**src/rtl/mem_arbiter.sv**
```systemverilog
// Two-port round-robin memory arbiter with a registered command stage.
// Read responses are routed back by a tag pipe that matches memory latency.
module mem_arbiter #(
    parameter int RDLAT = 1
) (
    input  logic        clk,
    input  logic        rst,
    input  logic        req0,
    input  logic        req1,
    input  logic        we0,
    input  logic        we1,
    input  logic [31:0] adr0,
    input  logic [31:0] adr1,
    input  logic [31:0] wdata0,
    input  logic [31:0] wdata1,
    output logic        gnt0,
    output logic        gnt1,
    output logic        rvalid0,
    output logic        rvalid1,
    output logic [31:0] rdata0,
    output logic [31:0] rdata1,
    input  logic        freeze,
    output logic        m_en,
    output logic        m_we,
    output logic [31:0] m_adr,
    output logic [31:0] m_wdata,
    input  logic [31:0] m_rdata
);

    // last_q doubles as the owner of the command currently in m_* regs
    logic             last_q, last_d;
    logic             m_en_q, m_en_d;
    logic             m_we_q, m_we_d;
    logic [31:0]      m_adr_q, m_adr_d;
    logic [31:0]      m_wdata_q, m_wdata_d;
    logic [RDLAT-1:0] tag_v_q, tag_v_d;
    logic [RDLAT-1:0] tag_o_q, tag_o_d;
    logic             gnt0_c, gnt1_c;

    // Round-robin pick: on contention the port not granted last wins
    always_comb begin
        gnt0_c = 1'b0;
        gnt1_c = 1'b0;
        if (!rst && !freeze) begin
            if (req0 && req1) begin
                if (last_q) gnt0_c = 1'b1;
                else        gnt1_c = 1'b1;
            end else if (req0) begin
                gnt0_c = 1'b1;
            end else if (req1) begin
                gnt1_c = 1'b1;
            end
        end
    end

    // Next command register contents and pointer update
    always_comb begin
        last_d    = last_q;
        m_en_d    = 1'b0;
        m_we_d    = 1'b0;
        m_adr_d   = m_adr_q;
        m_wdata_d = m_wdata_q;
        if (gnt0_c) begin
            last_d    = 1'b0;
            m_en_d    = 1'b1;
            m_we_d    = we0;
            m_adr_d   = adr0;
            m_wdata_d = wdata0;
        end else if (gnt1_c) begin
            last_d    = 1'b1;
            m_en_d    = 1'b1;
            m_we_d    = we1;
            m_adr_d   = adr1;
            m_wdata_d = wdata1;
        end
    end

    // Tag pipe: a read enters when its command is on the memory bus
    always_comb begin
        tag_v_d    = '0;
        tag_o_d    = '0;
        tag_v_d[0] = m_en_q && !m_we_q;
        tag_o_d[0] = last_q;
        for (int i = 1; i < RDLAT; i++) begin
            tag_v_d[i] = tag_v_q[i-1];
            tag_o_d[i] = tag_o_q[i-1];
        end
    end

    // State registers; reset drops in-flight reads and favours port 0
    always_ff @(posedge clk or posedge rst) begin
        if (rst) begin
            last_q    <= 1'b1;
            m_en_q    <= 1'b0;
            m_we_q    <= 1'b0;
            m_adr_q   <= '0;
            m_wdata_q <= '0;
            tag_v_q   <= '0;
            tag_o_q   <= '0;
        end else begin
            last_q    <= last_d;
            m_en_q    <= m_en_d;
            m_we_q    <= m_we_d;
            m_adr_q   <= m_adr_d;
            m_wdata_q <= m_wdata_d;
            tag_v_q   <= tag_v_d;
            tag_o_q   <= tag_o_d;
        end
    end

    assign gnt0    = gnt0_c;
    assign gnt1    = gnt1_c;
    assign m_en    = m_en_q;
    assign m_we    = m_we_q;
    assign m_adr   = m_adr_q;
    assign m_wdata = m_wdata_q;
    assign rvalid0 = tag_v_q[RDLAT-1] && !tag_o_q[RDLAT-1];
    assign rvalid1 = tag_v_q[RDLAT-1] &&  tag_o_q[RDLAT-1];
    assign rdata0  = m_rdata;
    assign rdata1  = m_rdata;

endmodule

```
**config.mk**
```make
export PLATFORM = sky130hd
export DESIGN_NAME = mem_arbiter
export DESIGN_NICKNAME = d
export VERILOG_FILES = /design/src/rtl/mem_arbiter.sv
export SDC_FILE = /design/constraint.sdc
export NUM_CORES = 1
export LEC_CHECK = 0
export CAP_MARGIN = 20
export CORE_AREA = 2 2 118 120
export DETAILED_ROUTE_END_ITERATION = 8
export DIE_AREA = 0 0 120 122
export PLACE_DENSITY = 0.67
export SETUP_SLACK_MARGIN = 0.15
export SLEW_MARGIN = 40
export SYNTH_ARGS = -nofsm -noshare
export SYNTH_HDL_FRONTEND = slang
export SYNTH_SLANG_ARGS = --single-unit
```
**constraint.sdc**
```tcl
create_clock -name clk -period 5.2 [get_ports clk]
set_clock_uncertainty 0.15 [all_clocks]
set_input_delay 0.78 -clock clk [delete_from_list [all_inputs] [get_ports clk]]
set_output_delay 0.78 -clock clk [all_outputs]
set_load 0.05 [all_outputs]
```
==> run summary, run 1 <==
status: finished clean
sequential share of power: 0.322
first-pass GRT wire length: 19,100 µm
total global-route track usage: 0.1695
row cnt: 43
final wirelength: 12,350 µm
net switching power: 809.9 µW
height of the die: 122 µm
Die Wd: 120 µm
drt first pass iters: 4
Sw Share: 0.3711
largest net degree at the start of global routing: 66
clock share of power: 0.280
Worst-path clk slew: 0.06 ns
TritonCTS Buffers: 9
final period demand of the worst path: 3.929 ns
Worst Path Arrival: 3.00 ns
worst setup path startpoint: rst
Setup crit end kind: output port
post_cts resized: 0
critical path data required time: 4.27 ns
synth top area cells: dfrtp_1 46%, a221o_1 17%, buf_4 14%
critical path type: input port to output port
max-slew violations: 0
initial core utilization: 0.2762
most instantiated library cell after synthesis: inv_1
vias in the first global route: 3,570
Boundary Pins: 301
Total Nets Final: 668
Root Buffer: clkbuf_16
ANT nets after route: 0
postcts setup bufs: 0
Final Setup Violations: 0
max_slew headroom: 0.4496
synth-to-layout area growth: 52.40%
sequential-to-total area share from yosys stat: 0.4633
Clock Latency Late Sink: 0.33 ns
commonest cells in the netlist: 69 x inv_1, 68 x buf_4, 68 x dfrtp_1
Syn Area/Cell: 10.03 µm²
Antenna Cells: 0
RSZ-0062 raised after global routing: false
DRC viols: 0
synth warn: 0
Hold/Removal Path Class: flip-flop to flip-flop
pwr dens: 383.9 mW/mm²
LEAKAGE: 2.476 nW
Synth Cell Area: 0.003730 mm²
Max clock buf depth: 2
gr ovfl total: 0
main flop type after synthesis: dfrtp_1
HPWL after DPL: 8768 µm
crit share post-route: 0.7557
Syn Nets: 539
Async S/R FF share, synth: 1.000
fill count: 1,280
Post-Synthesis Cells: 372
Pint: 1.372 mW
share of layout cells above drive strength 1: 0.05336
initial antenna violation count: 0
Least-Margin Pin Slew: 0.8257 ns
EDFF count, synth: 0
register bit total from synthesis: 69
RD Place Congestion: 0.7301
setup TNS: 0 ns
CTS sink cnt: 69
Comb power frac: 0.398
Max Fclk: 0.2545 GHz
initial DRC count: 186
total number of vias: 3,307
Fin. Hold Viols: 0
number of distinct library cells after synthesis: 20
PortBufs: 204
placed instance area: 0.005390 mm²
critical path startpoint category: input port
Max-Cap Viols: 0
CTS tree: built
die area: 0.01464 mm²
drt wl/cell: 18.00 µm
Crit Path Max Fanout: 35
Worst IR Drop VDD: 0.1413 mV
Hold-fix buffers, CTS: 0
Worst R2R Start: last_q$_DFFE_PP1P_
Hold Path Origin: last_q$_DFFE_PP1P_
Core Footprint: 0.01350 mm²
Vias per Instance: 4.821
post-synth top area cell: dfrtp_1
Yosys top cell area share: 0.4562
H-Tree Level Count: 3
final instance area: 0.005684 mm²
==> area by class of cell <==
type | instances | area (µm²) | share of cell area
Clock buffer | 12 | 246.5 | 0.04336
Clock inverter | 4 | 47.55 | 0.008365
Inverter | 69 | 259.0 | 0.04556
Multi-Input combinational cell | 142 | 1071 | 0.1884
Sequential cell | 69 | 1728 | 0.3040
Tap cell | 180 | 225.2 | 0.03962
Timing Repair Buffer | 210 | 2107 | 0.3707
==> placed cells by master (no fill, tap or decap), drive strengths merged <==
| cell | n |
|---|---|
| nor2 | 2 |
| nor3 | 65 |
| dfrtp | 68 |
| clkinv | 2 |
| clkbuf | 12 |
| or2 | 1 |
| o32ai | 1 |
| nor2b | 3 |
| clkdlybuf4s50 | 204 |
| and2 | 2 |
| dfstp | 1 |
| a21bo | 1 |
| a221o | 64 |
| clkinvlp | 1 |
| o21ai | 1 |
| a21oi | 1 |
| bufinv | 1 |
| a31oi | 1 |
| buf | 6 |
| inv | 69 |
==> final timing paths <==
| path | slack [ns] | endpoint | cells after the start |
|---|---|---|---|
| max in group asynchronous | 3.08 | m_wdata[19]$_DFFE_PP0P_ | 3 |
| setup / recovery | 1.27 | gnt0 | 4 |
| hold reg to reg | 0.29 | tag_o_q$_DFF_PP0_ | 0 |
| setup reg to reg | 3.19 | m_adr[13]$_DFFE_PP0P_ | 4 |
| hold / removal | 0.29 | tag_o_q$_DFF_PP0_ | 0 |
| min in group asynchronous | 0.81 | m_adr[31]$_DFFE_PP0P_ | 2 |
==> cell families after synthesis <==
| logic type | Yosys count | share of synthesized area |
|---|---|---|
| and+or+nand+nor | 73 | 0.1013 |
| DFF | 69 | 0.4633 |
| AOI/OAI and AO/OA | 69 | 0.1811 |
| buffers and inverters | 161 | 0.2543 |
==> flip-flops by register name, summed over array words and instances (netlist names) <==
signal,cells
tag_o_q,1
m_adr,32
m_wdata,32
last_q,1
m_en,1
m_we,1
tag_v_q,1
==> critical path, stage by stage <==
cell	delay (ns)
clkdlybuf4s50_1	0.48
or2_2	0.62
nor3_4	0.28
clkdlybuf4s50_1	0.83
==> metal layers <==
layer	global-route usage	share of wire	vias up
met2	0.2983	0.51	142
met1	0.1814	0.37	1619
met4	0.1007	0.041	0
met5	0	0	-
li1	-	-	1497
met3	0.04728	0.084	49
==> power by group through the flow <==
stage	Clock [mW]	Sequential, mW	Combinational [mW]
CTS	0.632	0.703	0.878
detailed placement	0	0.711	0.873
global placement	0	0.705	0.867
finish	0.611	0.702	0.869
floorplan	0	1.05	0.307
global route	0.652	0.715	0.908
==> metrics by stage <==
step | hold WS, ns | power, mW | cells | setup slack, ns | utilization
global placement | 0.2729 | 1.572 | 669 | 1.242 | 0.3971
CTS | 0.2886 | 2.213 | 686 | 1.233 | 0.4209
global route | 0.2895 | 2.275 | 686 | 1.177 | 0.4209
floorplan | 0.2605 | 1.359 | 372 | 2.247 | -
finish | 0.2868 | 2.182 | 686 | 1.271 | 0.4209
detailed placement | 0.2798 | 1.584 | 670 | 1.245 | 0.3991
(Power assumes the default switching activity.)
==> run 2: changes to the inputs <==
--- a/config.mk
+++ b/config.mk
@@ -9,7 +9,7 @@
 export CORE_AREA = 2 2 118 120
 export DETAILED_ROUTE_END_ITERATION = 8
 export DIE_AREA = 0 0 120 122
-export PLACE_DENSITY = 0.67
+export PLACE_DENSITY = 0.7
 export SETUP_SLACK_MARGIN = 0.15
 export SLEW_MARGIN = 40
 export SYNTH_ARGS = -nofsm -noshare
==> constraint.sdc (replaced) <==
create_clock -name clk -period 3.6 [get_ports clk]
set_clock_uncertainty 0.15 [all_clocks]
set_input_delay 0.54 -clock clk [delete_from_list [all_inputs] [get_ports clk]]
set_output_delay 0.54 -clock clk [all_outputs]
set_load 0.05 [all_outputs]
==> run 2 against run 1 <==
Sequential power grew 45%. Core utilization grew 0.36 points. Combinational power grew 45%. Largest power group unchanged. Worst hold slack lost 0.0097 ns. Global-route usage shrank 0.83 points. Cell area grew 0.86%. Sequential cell count is the same. Non-clock buffer count grew 2. Total power grew 45%. First-iteration DRC count grew 99%.
==> run summary, run 2 (synthesized netlist as in run 1, its figures left out) <==
Worst-path clk slew: 0.06 ns
crit path buf inv count: 2
first-pass GRT wire length: 18,440 µm
Root Buffer: clkbuf_16
Core Footprint: 0.01350 mm²
initial core utilization: 0.2762
LEAKAGE: 2.502 nW
setup TNS: 0 ns
initial DRC count: 371
Crit Path Max Fanout: 34
H-Tree Level Count: 3
Worst Path Arrival: 2.11 ns
crit share post-route: 0.7790
max_slew headroom: 0.4879
most frequent cells in the layout: 202 x clkdlybuf4s50_1, 68 x inv_1, 68 x dfrtp_1
die area: 0.01464 mm²
final wirelength: 11,980 µm
largest stage delay on the critical path: 0.58 ns
DRC viols: 0
Antenna Cells: 0
row cnt: 43
vias in the first global route: 3,515
CP cell instances: clkdlybuf4s50_1 > or2_2 > nor3_4 > buf_12
status: finished clean
largest net degree at the start of global routing: 44
Cell Count, Final, Fillers Out: 688
pre-CTS setup slack: 0.6933 ns
drt wl/cell: 17.41 µm
final period demand of the worst path: 2.804 ns
Max Fclk: 0.3566 GHz
CTS sink cnt: 69
Clock Latency Late Sink: 0.32 ns
Boundary Pins: 301
critical path data required time: 2.91 ns
Least-Margin Pin Slew: 0.7682 ns
Die Wd: 120 µm
placed cell count: 671
Final Setup Violations: 0
Setup crit end kind: output port
ANT nets after route: 0
fin util: 0.4245
critical path startpoint category: input port
height of the die: 122 µm
share of layout cells above drive strength 1: 0.06102
total global-route track usage: 0.1612
postcts setup bufs: 0
Fin. Hold Viols: 0
Vias per Instance: 4.852
drt first pass iters: 4
RD Place Congestion: 0.7975
total number of vias: 3,338
gr ovfl total: 0
pwr dens: 552.8 mW/mm²
crit-path leading delay family: simple AND/OR/NAND/NOR gates
RSZ-0062 raised after global routing: false
Design Power: 3.169 mW
slowest CP cell: or2_2
Max clock buf depth: 2
PortBufs: 204
initial antenna violation count: 0
commonest non-fill, non-tap cell in the layout: clkdlybuf4s50_1
HPWL after DPL: 8685 µm
Hold/Removal Path Class: flip-flop to flip-flop
CTS tree: built
post_cts resized: 0
critical path type: input port to output port
TritonCTS Buffers: 9
max-slew violations: 0
synth-to-layout area growth: 53.71%
Hold-fix buffers, CTS: 0
fin worst setup slack: 0.7955 ns
Worst IR Drop VDD: 0.2563 mV
Total Nets Final: 670
Max-Cap Viols: 0
==> run 2: cell types whose count changed in the layout (fill, tap and decap cells not counted) <==
cell             delta
buf_12              +3
clkdlybuf4s50_1     -2
buf_4               +1
clkinv_2            +1
inv_2               -1
==> run 2: power by group <==
group	internal [mW]	switching [mW]	leakage [nW]	total (mW)
Clock	0.554	0.334	0.143	0.888
Combinational	0.509	0.753	1.50	1.26
Sequential	0.926	0.0930	0.857	1.02
==> run 2: worst register-to-register path: stages, from the launching register on <==
cell and delay (ns):
dfstp_2 0.56, a21bo_2 0.52, buf_12 0.29, nor3_1 0.11, a221o_1 0.30
==> run 2: final timing paths <==
path	startpoint	to	slack [ns]	cells past startpoint
worst min register to register	last_q$_DFFE_PP1P_	tag_o_q$_DFF_PP0_	0.28	0
min in group asynchronous	rst	tag_o_q$_DFF_PP0_	0.54	2
worst max register to register	last_q$_DFFE_PP1P_	m_adr[7]$_DFFE_PP0P_	1.55	4
worst min-delay path	last_q$_DFFE_PP1P_	tag_o_q$_DFF_PP0_	0.28	0
max in group asynchronous	rst	m_wdata[2]$_DFFE_PP0P_	2.15	3
worst max-delay path	rst	gnt0	0.80	4
==> run 2: through the flow <==
stage	instance area, µm²	hold WS (ns)
2_1_floorplan	3730	0.2605
3_3_place_gp	5410	0.2682
3_5_place_dp	5410	0.2692
4_1_cts	5704	0.2772
5_1_grt	5733	0.2853
6_report	5733	0.2770
==> run 2: area by class of cell <==
| type | count | area [µm²] |
|---|---|---|
| Fill cell | 1261 | 7771 |
| Timing Repair Buffer | 212 | 2155 |
| Sequential cell | 69 | 1728 |
| Multi-Input combinational cell | 142 | 1071 |
| Inverter | 69 | 260.3 |
| Clock buffer | 12 | 246.5 |
| Tap cell | 180 | 225.2 |
| Clock inverter | 4 | 47.55 |
==> run 2: per-layer routing <==
layer  up-vias  GRT usage  share of wire
met1      1607     0.1992           0.39
met5         -          0              0
met3        45    0.04822          0.090
met4         0    0.06324          0.024
met2       191     0.2646           0.49
li1       1495          -              -
==> run 3: changes to the inputs <==
--- a/config.mk
+++ b/config.mk
@@ -6,10 +6,10 @@
 export NUM_CORES = 1
 export LEC_CHECK = 0
 export CAP_MARGIN = 20
-export CORE_AREA = 2 2 118 120
+export CORE_AREA = 2 2 116 118
 export DETAILED_ROUTE_END_ITERATION = 8
-export DIE_AREA = 0 0 120 122
-export PLACE_DENSITY = 0.7
+export DIE_AREA = 0 0 118 120
+export PLACE_DENSITY = 0.69
 export SETUP_SLACK_MARGIN = 0.15
 export SLEW_MARGIN = 40
 export SYNTH_ARGS = -nofsm -noshare
==> constraint.sdc (replaced) <==
create_clock -name clk -period 2.6 [get_ports clk]
set_clock_uncertainty 0.15 [all_clocks]
set_input_delay 0.39 -clock clk [delete_from_list [all_inputs] [get_ports clk]]
set_output_delay 0.39 -clock clk [all_outputs]
set_load 0.05 [all_outputs]
==> run 3 against run 2 <==
First-iteration DRC count fell by 21%. Critical path depth unchanged. Routed wire length up 2.3%. Sequential cell count stayed put. Core utilization grew 2.2 points. Register-to-register slack got worse by 0.74 ns. Worst hold slack worse by 0.0010 ns. Global-route usage rose by 1.2 points. Non-clock buffer count increased by 1. Sequential power up 38%. Critical path type unchanged.
==> run summary, run 3 (synthesized netlist as in run 1, its figures left out) <==
Least-Margin Pin Slew: 0.5350 ns
DRT met1 WL: 4767 µm
Design Power: 4.682 mW
Hold/Removal Path Class: flip-flop to flip-flop
worst setup path startpoint: rst
Worst R2R Start: last_q$_DFFE_PP1P_
DR WL met2: 6004 µm
setup TNS: 0 ns
Reg2Reg Setup Slack: 0.81 ns
TritonCTS Buffers: 9
placed instance area: 0.005420 mm²
max_slew headroom: 0.6422
crit share post-route: 0.8632
first-pass GRT wire length: 19,300 µm
Fin. Hold Viols: 0
row cnt: 42
die area: 0.01416 mm²
vias in the first global route: 3,570
pwr dens: 808.2 mW/mm²
gr ovfl total: 0
Met3 Routed Length: 1004 µm
DRC viols: 0
Vias per Instance: 4.854
initial antenna violation count: 0
RD Place Congestion: 0.7679
Max clock buf depth: 2
final wirelength: 12,250 µm
max layer used: met4
drt first pass iters: 4
critical path type: input port to output port
final instance area: 0.005793 mm²
Clock Latency Late Sink: 0.33 ns
post_cts resized: 0
fin worst setup slack: 0.3557 ns
initial DRC count: 293
status: finished clean
placed cell count: 669
PortBufs: 204
max-slew violations: 0
R2R depth: 4
CTS sink cnt: 69
Die Wd: 118 µm
Root Buffer: clkbuf_16
Worst Path Arrival: 1.70 ns
total number of vias: 3,325
Cell Count, Final, Fillers Out: 685
Total Nets Final: 671
Critical Path End: gnt0
Boundary Pins: 301
ANT nets after route: 0
H-Tree Level Count: 3
total global-route track usage: 0.1729
share of layout cells above drive strength 1: 0.06680
postcts setup bufs: 0
Worst IR Drop VDD: 0.3616 mV
Max Fclk: 0.4456 GHz
LEAKAGE: 2.539 nW
Worst-path clk slew: 0.06 ns
HPWL after DPL: 8847 µm
Core Footprint: 0.01298 mm²
Critical R2R Capture: m_wdata[5]$_DFFE_PP0P_
Hold-fix buffers, CTS: 0
Setup crit end kind: output port
Antenna Cells: 0
synth-to-layout area growth: 55.32%
pre-CTS setup slack: 0.2005 ns
RSZ-0062 raised after global routing: false
drt wl/cell: 17.88 µm
most frequent cells in the layout: 202 x clkdlybuf4s50_1, 68 x inv_1, 68 x dfrtp_1
CTS tree: built
critical path data required time: 2.06 ns
commonest non-fill, non-tap cell in the layout: clkdlybuf4s50_1
Crit Path Max Fanout: 4
largest net degree at the start of global routing: 70
Final Setup Violations: 0
Max-Cap Viols: 0
fill count: 1,190
critical path startpoint category: input port
height of the die: 120 µm
initial core utilization: 0.2874
final period demand of the worst path: 2.244 ns
## run 3: worst max-delay path, stage by stage
cell and delay (ns):
clkdlybuf4s50_1 0.50, or2_2 0.37, nor3_4 0.26, buf_12 0.18
## run 3: worst min path at each step
stage / from / end / slack [ns] / cells after the start
final: m_we$_DFF_PP0_ / tag_v_q$_DFF_PP0_ / 0.28 / 1
after global routing: last_q$_DFFE_PP1P_ / tag_o_q$_DFF_PP0_ / 0.29 / 0
after CTS: m_we$_DFF_PP0_ / tag_v_q$_DFF_PP0_ / 0.28 / 1
after detailed placement: m_we$_DFF_PP0_ / tag_v_q$_DFF_PP0_ / 0.28 / 1
after global placement: m_we$_DFF_PP0_ / tag_v_q$_DFF_PP0_ / 0.26 / 1
after floorplan: last_q$_DFFE_PP1P_ / tag_o_q$_DFF_PP0_ / 0.26 / 0
## run 3: final cells by class
type,instances,area [µm²],share of cell area
repair buffers,213,2142,0.3698
flip-flops and latches,69,1728,0.2983
multi-input cells,142,1071,0.1849
inverters,69,259.0,0.04471
clock buffers,10,239.0,0.04125
well taps,176,220.2,0.03801
clock inverters,6,133.9,0.02311
## run 3: layer usage
layer	vias up	GRT usage
met4	0	0.09262
met1	1593	0.1976
li1	1501	-
met3	54	0.05418
met5	-	0
met2	177	0.2896
## run 3: where the power goes
part / total [mW] / switching (mW) / leakage, nW / internal, mW
Clock: 1.53 / 0.468 / 0.183 / 1.06
Combinational: 1.74 / 1.04 / 1.50 / 0.702
Sequential: 1.41 / 0.128 / 0.857 / 1.28
Total: 4.68 / 1.64 / 2.54 / 3.05
## run 3: stage by stage
stage          utilization  hold WS, ns
5_1_grt             0.4463       0.2924
6_report            0.4463       0.2760
3_3_place_gp        0.4176       0.2621
4_1_cts             0.4463       0.2834
3_5_place_dp        0.4176       0.2755
2_1_floorplan            -       0.2605
